## config.mk

```make
export PLATFORM = sky130hd
export DESIGN_NAME = mem_stage_dmem_ctrl
export DESIGN_NICKNAME = d
export VERILOG_FILES = /design/src/rtl/mem_stage_dmem_ctrl.sv
export SDC_FILE = /design/constraint.sdc
export NUM_CORES = 1
export LEC_CHECK = 0
export CAP_MARGIN = 20
export CORE_MARGIN = 1
export CORE_UTILIZATION = 43
export DETAILED_ROUTE_END_ITERATION = 8
export PLACE_DENSITY = 0.79
export SLEW_MARGIN = 20
export SYNTH_ARGS = -nofsm -noshare
export SYNTH_HDL_FRONTEND = slang
export SYNTH_SLANG_ARGS = --single-unit
```

## constraint.sdc

```tcl
create_clock -name clk -period 4.4 [get_ports clk]
set_input_delay 0.44 -clock clk [delete_from_list [all_inputs] [get_ports clk]]
set_output_delay 0.44 -clock clk [all_outputs]
set_load 0.02 [all_outputs]
```

## src/rtl/mem_stage_dmem_ctrl.sv

```systemverilog
// Memory-stage data-port controller: issues one cache access per EX/MEM instruction,
// stalls until the response (or watchdog expiry), and formats load results.
module mem_stage_dmem_ctrl #(
  parameter int unsigned TIMEOUT = 0
) (
  input  logic        clk,
  input  logic        rst,
  input  logic        is_load,
  input  logic        is_store,
  input  logic        trap,
  input  logic [2:0]  funct3,
  input  logic [31:0] addr_aligned,
  input  logic [1:0]  bit_shift,
  input  logic [3:0]  rmask,
  input  logic [3:0]  wmask,
  input  logic [31:0] write_data,
  input  logic        advance,
  output logic [31:0] dmem_address,
  output logic        dmem_read,
  output logic        dmem_write,
  output logic [3:0]  dmem_wmask,
  output logic [31:0] dmem_wdata,
  input  logic [31:0] dmem_rdata,
  input  logic        dmem_resp,
  output logic        mem_stall,
  output logic [31:0] load_data,
  output logic        done,
  output logic        timeout_err
);

  typedef enum logic [1:0] {S_IDLE, S_ACCESS, S_DONE} state_t;

  localparam logic [31:0] LP_WD_LAST = (TIMEOUT == 0) ? 32'd0 : 32'(TIMEOUT - 1);

  state_t      r_state;
  state_t      w_next;
  logic [31:0] r_dmem_address;
  logic        r_dmem_read;
  logic        r_dmem_write;
  logic [3:0]  r_dmem_wmask;
  logic [31:0] r_dmem_wdata;
  logic [31:0] r_load_data;
  logic        r_done;
  logic        r_timeout_err;
  logic [2:0]  r_funct3;
  logic [1:0]  r_shift;
  logic [31:0] r_wd_cnt;

  logic        w_req;
  logic        w_timeout;
  logic [31:0] w_shifted;
  logic [31:0] w_load_fmt;
  logic        w_unused;

  assign w_req     = (is_load | is_store) & ~trap;
  // Response wins over an expiring watchdog in the same cycle.
  assign w_timeout = (TIMEOUT != 0) && !dmem_resp && (r_wd_cnt == LP_WD_LAST);
  assign w_unused  = ^rmask;

  always_ff @(posedge clk or posedge rst) begin
    if (rst) r_state <= S_IDLE;
    else     r_state <= w_next;
  end

  // NOTE: every output of a combinational block gets a default first, so no path infers a latch.
  always_comb begin
    w_next    = r_state;
    mem_stall = 1'b0;
    unique case (r_state)
      S_IDLE: begin
        if (w_req) begin
          mem_stall = 1'b1;
          w_next    = S_ACCESS;
        end
      end
      S_ACCESS: begin
        mem_stall = 1'b1;
        if (dmem_resp || w_timeout) w_next = S_DONE;
      end
      S_DONE: begin
        if (advance) w_next = S_IDLE;
      end
      default: w_next = S_IDLE;
    endcase
  end

  always_comb begin
    w_shifted = dmem_rdata >> {r_shift, 3'b000};
    unique case (r_funct3)
      3'b000:  w_load_fmt = {{24{w_shifted[7]}}, w_shifted[7:0]};
      3'b100:  w_load_fmt = {24'd0, w_shifted[7:0]};
      3'b001:  w_load_fmt = {{16{w_shifted[15]}}, w_shifted[15:0]};
      3'b101:  w_load_fmt = {16'd0, w_shifted[15:0]};
      default: w_load_fmt = w_shifted;
    endcase
  end

  // NOTE: sequential state uses non-blocking assignments so every register samples pre-edge values.
  always_ff @(posedge clk or posedge rst) begin
    if (rst) begin
      r_dmem_address <= '0;
      r_dmem_read    <= 1'b0;
      r_dmem_write   <= 1'b0;
      r_dmem_wmask   <= '0;
      r_dmem_wdata   <= '0;
      r_load_data    <= '0;
      r_done         <= 1'b0;
      r_timeout_err  <= 1'b0;
      r_funct3       <= '0;
      r_shift        <= '0;
      r_wd_cnt       <= '0;
    end else begin
      r_done        <= 1'b0;
      r_timeout_err <= 1'b0;
      unique case (r_state)
        S_IDLE: begin
          if (w_req) begin
            r_dmem_address <= addr_aligned;
            r_dmem_read    <= is_load;
            r_dmem_write   <= is_store;
            r_dmem_wmask   <= is_store ? wmask : 4'b0000;
            r_dmem_wdata   <= write_data << {bit_shift, 3'b000};
            r_funct3       <= funct3;
            r_shift        <= bit_shift;
            r_wd_cnt       <= '0;
          end
        end
        S_ACCESS: begin
          if (dmem_resp) begin
            r_dmem_read  <= 1'b0;
            r_dmem_write <= 1'b0;
            r_done       <= 1'b1;
            if (r_dmem_read) r_load_data <= w_load_fmt;
          end else if (w_timeout) begin
            r_dmem_read   <= 1'b0;
            r_dmem_write  <= 1'b0;
            r_done        <= 1'b1;
            r_timeout_err <= 1'b1;
            if (r_dmem_read) r_load_data <= '0;
          end else begin
            r_wd_cnt <= r_wd_cnt + 32'd1;
          end
        end
        default: ;
      endcase
    end
  end

  assign dmem_address = r_dmem_address;
  assign dmem_read    = r_dmem_read;
  assign dmem_write   = r_dmem_write;
  assign dmem_wmask   = r_dmem_wmask;
  assign dmem_wdata   = r_dmem_wdata;
  assign load_data    = r_load_data;
  assign done         = r_done;
  assign timeout_err  = r_timeout_err;

endmodule

```

==> results_dict.tcl <==
set metrics [dict create \
    drive_gt1_share_pct 13.2 \
    finalClockSkew_ns 0.00501 \
    netlist_area_um2 5180 \
    n_fill_cell 900 \
    cts_tree "built" \
    core_area_um2 11600 \
    grt_max_degree 78 \
    gp_congestion 0.903 \
    insertion_delay_ns 0.35 \
    synthMuxAreaShare_pct 17.9 \
    cts-buffers-inserted 9 \
    viasPerCell 5.41 \
    finalMaxSlewViolations 0 \
    num_vias 4381 \
    outcome "complete, but fails checks" \
    max_freq_mhz 401 \
    crit_fanout 77 \
    synth_cells 462 \
    synthFlopType "dfrtp_1" \
    rows 39 \
    critPathArrivalTime_ns 2.72 \
    synth_fa_ha_area_share_pct 0 \
    die_h_um 112 \
    grt_util_met1_pct 27.8 \
    final_cell_area_um2 7670 \
    hpwl_um 10400 \
    yosys.cell_types.count 35 \
    synth_warnings 0 \
    worst_setup_path_start_kind "primary input" \
    hold_viol 0 \
    async_flop_share_pct 100 \
    synth_xor_area_share_pct 0 \
    wl_per_cell_um 17.6 \
    top_usage_layer "met2" \
    multiInputGateArea_um2 2190 \
    syn_to_final_growth_pct 48.1 \
    cts_max_path_buffers 2 \
    setup_viol 0 \
    cts_max_level 3 \
    grtUsageMet3_pct 7.73 \
    n_antenna_cell 0 \
    synth_top_family_by_area "multiplexers" \
    drt_iter0_drc 263 \
    rsz0062_at_grt "false" \
    hold_buffers 0 \
    grt_util_all_layers_pct 23.1 \
    tightestPinTransition_ns 1.08 \
    root_buffer "clkbuf_16" \
    ir_drop_mv 0.436 \
    clkTransAtPathRegs_ns 0.07 \
    period_minus_slack_ns 2.49 \
    post_cts_resize_count 0 \
    port_buffers 215 \
    post_synth.cell_area_avg_um2 11.2 \
    hold_ws_ns 0.482 \
    drtAntennaViolNets 0 \
    ys_ff_latch 110 \
    synth_edf_count 0 \
    grt_pass1_wl_um 22500 \
    cellPowerDensity_nw_per_um2 701 \
    leakage_uw 0.00319 \
    cp-end-kind "register" \
    seqCellArea_um2 2750 \
    antenna_found_initial 0 \
    die_area_um2 12500 \
    fin_crit_sh_pct 56.6 \
    gr-total-overflow 0 \
    tns_ns 0 \
    hold_class "register to register" \
    maxCapViolations 0 \
    cts.sinks 110 \
    drc 15 \
    violations "DRC" \
    dr.pass1.iters 7 \
    critical_path_class "primary input to register" \
    pin_count 221 \
    synth_fp_nets 578 \
    synth-compound-area-share_pct 14.6 \
    start_util_pct 44.8 \
    dpl_cell_area_um2 7350 \
    grt_pass1_vias 4358 \
    post-route-util_pct 66.3 \
    use_met2_pct 38.7 \
    drt-total-wl_um 14300 \
    die_w_um 112 \
    slew_headroom_pct 28.2 \
    final_nets 778 \
    yosys.area_share.simple_pct 9.59 \
    yosysSeqAreaShare_pct 53.2 \
    post_cts_buffers 0 \
    required_ns 4.63 \
]
power by group:
group          leakage [µW]  total (µW)  internal (µW)  switching (µW)
Clock              0.000148         881            500             380
Combinational       0.00170        2690           1350            1330
Sequential          0.00134        1810           1480             322
final timing paths:
path	start	to	slack, ns	cells past startpoint
hold / removal	dmem_wdata[4]	dmem_wdata[4]	0.48	2
setup / recovery	is_store	dmem_wdata[27]	1.91	5
min in group asynchronous	rst	load_data[3]	0.57	2
max in group asynchronous	rst	dmem_wdata[22]	2.93	3
hold reg to reg	dmem_wdata[4]	dmem_wdata[4]	0.48	2
setup reg to reg	r_shift[1]	load_data[12]	2.01	4
kinds of logic (layout without fill, tap and decap cells):
logic type | count (synthesis) | after routing
flops | 110 | 110
compound gates | 115 | 115
simple gates | 113 | 113
other cells | 1 | 1
buf+inv | 38 | 243
mux | 85 | 85
cells in the mapped netlist (2+ instances only):
master | count | area (µm²)
buf_8 | 2 | 30.0
a31oi_1 | 2 | 12.5
o22a_1 | 9 | 78.8
mux2_2 | 52 | 586
dfrtp_1 | 110 | 2750
nor2_1 | 31 | 116
clkbuf_1 | 13 | 48.8
nor2b_1 | 18 | 113
a211oi_1 | 15 | 113
buf_6 | 4 | 45.0
a21oi_1 | 37 | 185
o31ai_2 | 7 | 87.6
buf_4 | 4 | 30.0
o21ai_0 | 32 | 160
a22o_1 | 7 | 61.3
clkbuf_8 | 2 | 27.5
nand2_1 | 53 | 199
inv_1 | 5 | 18.8
mux2i_1 | 32 | 320
buf_2 | 7 | 35.0
nand3_1 | 2 | 10.0
nand2b_1 | 5 | 31.3
registers in the layout (all words and copies together), names as in the netlist:
name	count
dmem_address	32
dmem_wdata	32
load_data	32
dmem_wmask	4
r_funct3	3
r_shift	2
r_state	2
dmem_read	1
dmem_write	1
done	1
per-stage QoR:
stage / worst slack [ns] / cells / power (µW)
3_5_place_dp: 1.53 / 794 / 4510
4_1_cts: 1.90 / 810 / 5400
2_1_floorplan: 1.06 / 462 / 3270
6_report: 1.91 / 810 / 5370
3_3_place_gp: 1.58 / 794 / 4440
5_1_grt: 1.75 / 810 / 5650
routing by layer:
metal	wire (µm)	vias up
met5	0	-
met4	232	0
met3	1430	15
met2	6960	200
met1	5670	2137
li1	-	2029
final cells by class:
class	instances	area share, %
flip-flops and latches	110	35.9
well taps	143	2.33
multi-input cells	314	28.6
repair buffers	222	28.7
clock buffers	9	2.94
inverters	5	0.277
clock inverters	7	1.26
worst max-delay path, stage by stage:
cell	delay [ns]
clkdlybuf4s50_1	0.51
nor2_1	0.18
or4_4	0.73
buf_4	0.44
mux2_2	0.38
cell usage in the layout, fill, tap and decap left out, drive strengths merged, types with 2 or more instances in the layout:
cell type	n
a211oi	15
a21oi	37
a22o	7
a31oi	2
buf	7
bufinv	2
clkbuf	9
clkdlybuf4s50	215
clkinvlp	3
dfrtp	110
inv	6
mux2	52
mux2i	32
nand2	53
nand2b	5
nand3	2
nor2	31
nor2b	18
o21ai	33
o22a	9
o2bb2ai	2
o31ai	8
(Power assumes the default switching activity.)
==> variant: new RTL, same flow settings <==
Encoding of `state_t`: now one-hot (3 bits for 3 states).
--- a/src/rtl/mem_stage_dmem_ctrl.sv
+++ b/src/rtl/mem_stage_dmem_ctrl.sv
@@ -29,5 +29,5 @@
 );
 
-  typedef enum logic [1:0] {S_IDLE, S_ACCESS, S_DONE} state_t;
+  typedef enum logic [2:0] {S_IDLE = 3'b001, S_ACCESS = 3'b010, S_DONE = 3'b100} state_t;
 
   localparam logic [31:0] LP_WD_LAST = (TIMEOUT == 0) ? 32'd0 : 32'(TIMEOUT - 1);
Function: no difference found for any inputs over 4 cycles, from zero or initial values and one cycle with rst high; so few cycles prove little.
==> variant against the unedited design <==
  * The flow still finishes with violations (DRC)
  * Area after synthesis is 0.58% higher
  * Cell area grew 0.67%
  * Wire length increased by 4.3%
  * Power decreased by 4.7%
  * Combinational power down 9.3%
  * Synthesized cell count grew 18%
  * Clock skew rose by 3.7 ps
  * Worst setup slack worse by 100 ps
  * Sequential cell count up 1
  * Via count is 7.0% higher
  * Largest power group unchanged
==> variant: results (changes against the unedited design) <==
Status
  • Outcome: complete, but fails checks
  • Failing checks: DRC

Layout
  • Final clock-cell share: 4.29% (+0.10 points)
  • FF/Latch Area: 2780 µm² (+0.95%)
  • Fillers: 914 (+1.6%)
  • Invs w/o clock: 2 (-3)
  • Layout clock buffer count: 12 (+3)
  • Buffering overhead: 28.6% (-0.19 points)
  • Final Instance Count excl. Fillers: 887 (+9.5%)
  • Final Util: 66.5% (+0.16 points)
  • Share of post-route cells with drive strength above 1: 6.18% (-7.0 points)

Synth
  • Cells taking the most area after synthesis: dfrtp_1, nand2_1, mux2i_1
  • Distinct cells, synth: 37 (+5.7%)
  • Post-synthesis average cell area: 9.52 µm² (-15%)
  • Seq/Total Area, Yosys: 53.4% (+0.20 points)
  • Portion of netlist area occupied by mux cells: 9.83% (-8.1 points)
  • Post-synth top cells: nand2_1, dfrtp_1, a21oi_1, mux2i_1, nand3_1

Critical path
  • Reg-to-reg startpoint: r_state[1]
  • Crit path largest cell delay: 610 ps (-120 ps)
  • Crit path max fanout: 6 (-92%)
  • CP arrival: 2160 ps (-560 ps)
  • CP top delay family: buffers and inverters
  • Crit-path slowest cell: clkdlybuf4s50_1
  • Worst reg2reg path endpoint: load_data[13]

STA
  • Final worst setup slack: 1800 ps (-103 ps)
  • Worst Skew: 8.75 ps (+3.74 ps)
  • Hold WS: 470 ps (-11.7 ps)
  • Max-slew headroom: 28.5% (+0.22 points)

Placed design
  • Post-DP HPWL: 11000 µm (+5.2%)
  • Placer Congestion: 0.853 (-5.5%)
  • Placed cell areas: 7390 µm² (+0.56%)
  • Place WS: 1630 ps (+92.6 ps)

Routing
  • DRC viols: 15 (unchanged)
  • Total number of vias: 4688 (+7.0%)
  • DR iter-0 viols: 293 (+11%)
  • Router iterations before antenna repair: 8 (+1)
  • WL final: 14900 µm (+4.3%)

Power
  • Sw power: 1.96 mW (-3.9%)
  • VDD IR max: 0.390 mV (-10%)
  • Static leakage: 3.47 nW (+8.6%)

Hold path
  • HP Start: dmem_wdata[0]

Floorplanning
  • CORE AREA: 11600 µm² (+0.42%)

Global routing
  • Global-route wire length before repair: 23900 µm (+6.0%)
  • Largest net degree at the start of global routing: 80 (+2.6%)
  • Initial antenna violation count: 0 (unchanged)
  • Tot GR Track Use: 24.2% (+1.1 points)
[variant: changes by cell type after synthesis, sizes merged, moves of 8 or more]
cell    delta
o22a       -9
nand3     +27
mux2      -37
o21ai     -23
o311ai     +8
nor2       -9
nand2    +125
[variant: power groups by stage]
stage	Combinational [mW]	Sequential [mW]	Clock, mW
2_1_floorplan	0.839	2.21	0
3_3_place_gp	2.40	1.76	0
3_5_place_dp	2.45	1.78	0
4_1_cts	2.46	1.77	0.924
5_1_grt	2.61	1.83	0.970
6_report	2.44	1.77	0.908
[variant: how the worst max path moves through the flow]
| stage | from | endpoint |
|---|---|---|
| after floorplan | rst | dmem_address[0] |
| after global placement | dmem_resp | load_data[23] |
| after detailed placement | dmem_resp | load_data[22] |
| after CTS | trap | mem_stall |
| after global routing | r_state[1] | load_data[13] |
| final | trap | mem_stall |
[variant: per-layer routing]
metal	GRT usage [%]	share of wire, %	vias up
li1	-	-	2230
met1	28.6	39	2266
met2	42.4	49	166
met3	6.43	8.9	26
met4	9.16	2.4	0
met5	0	0	-
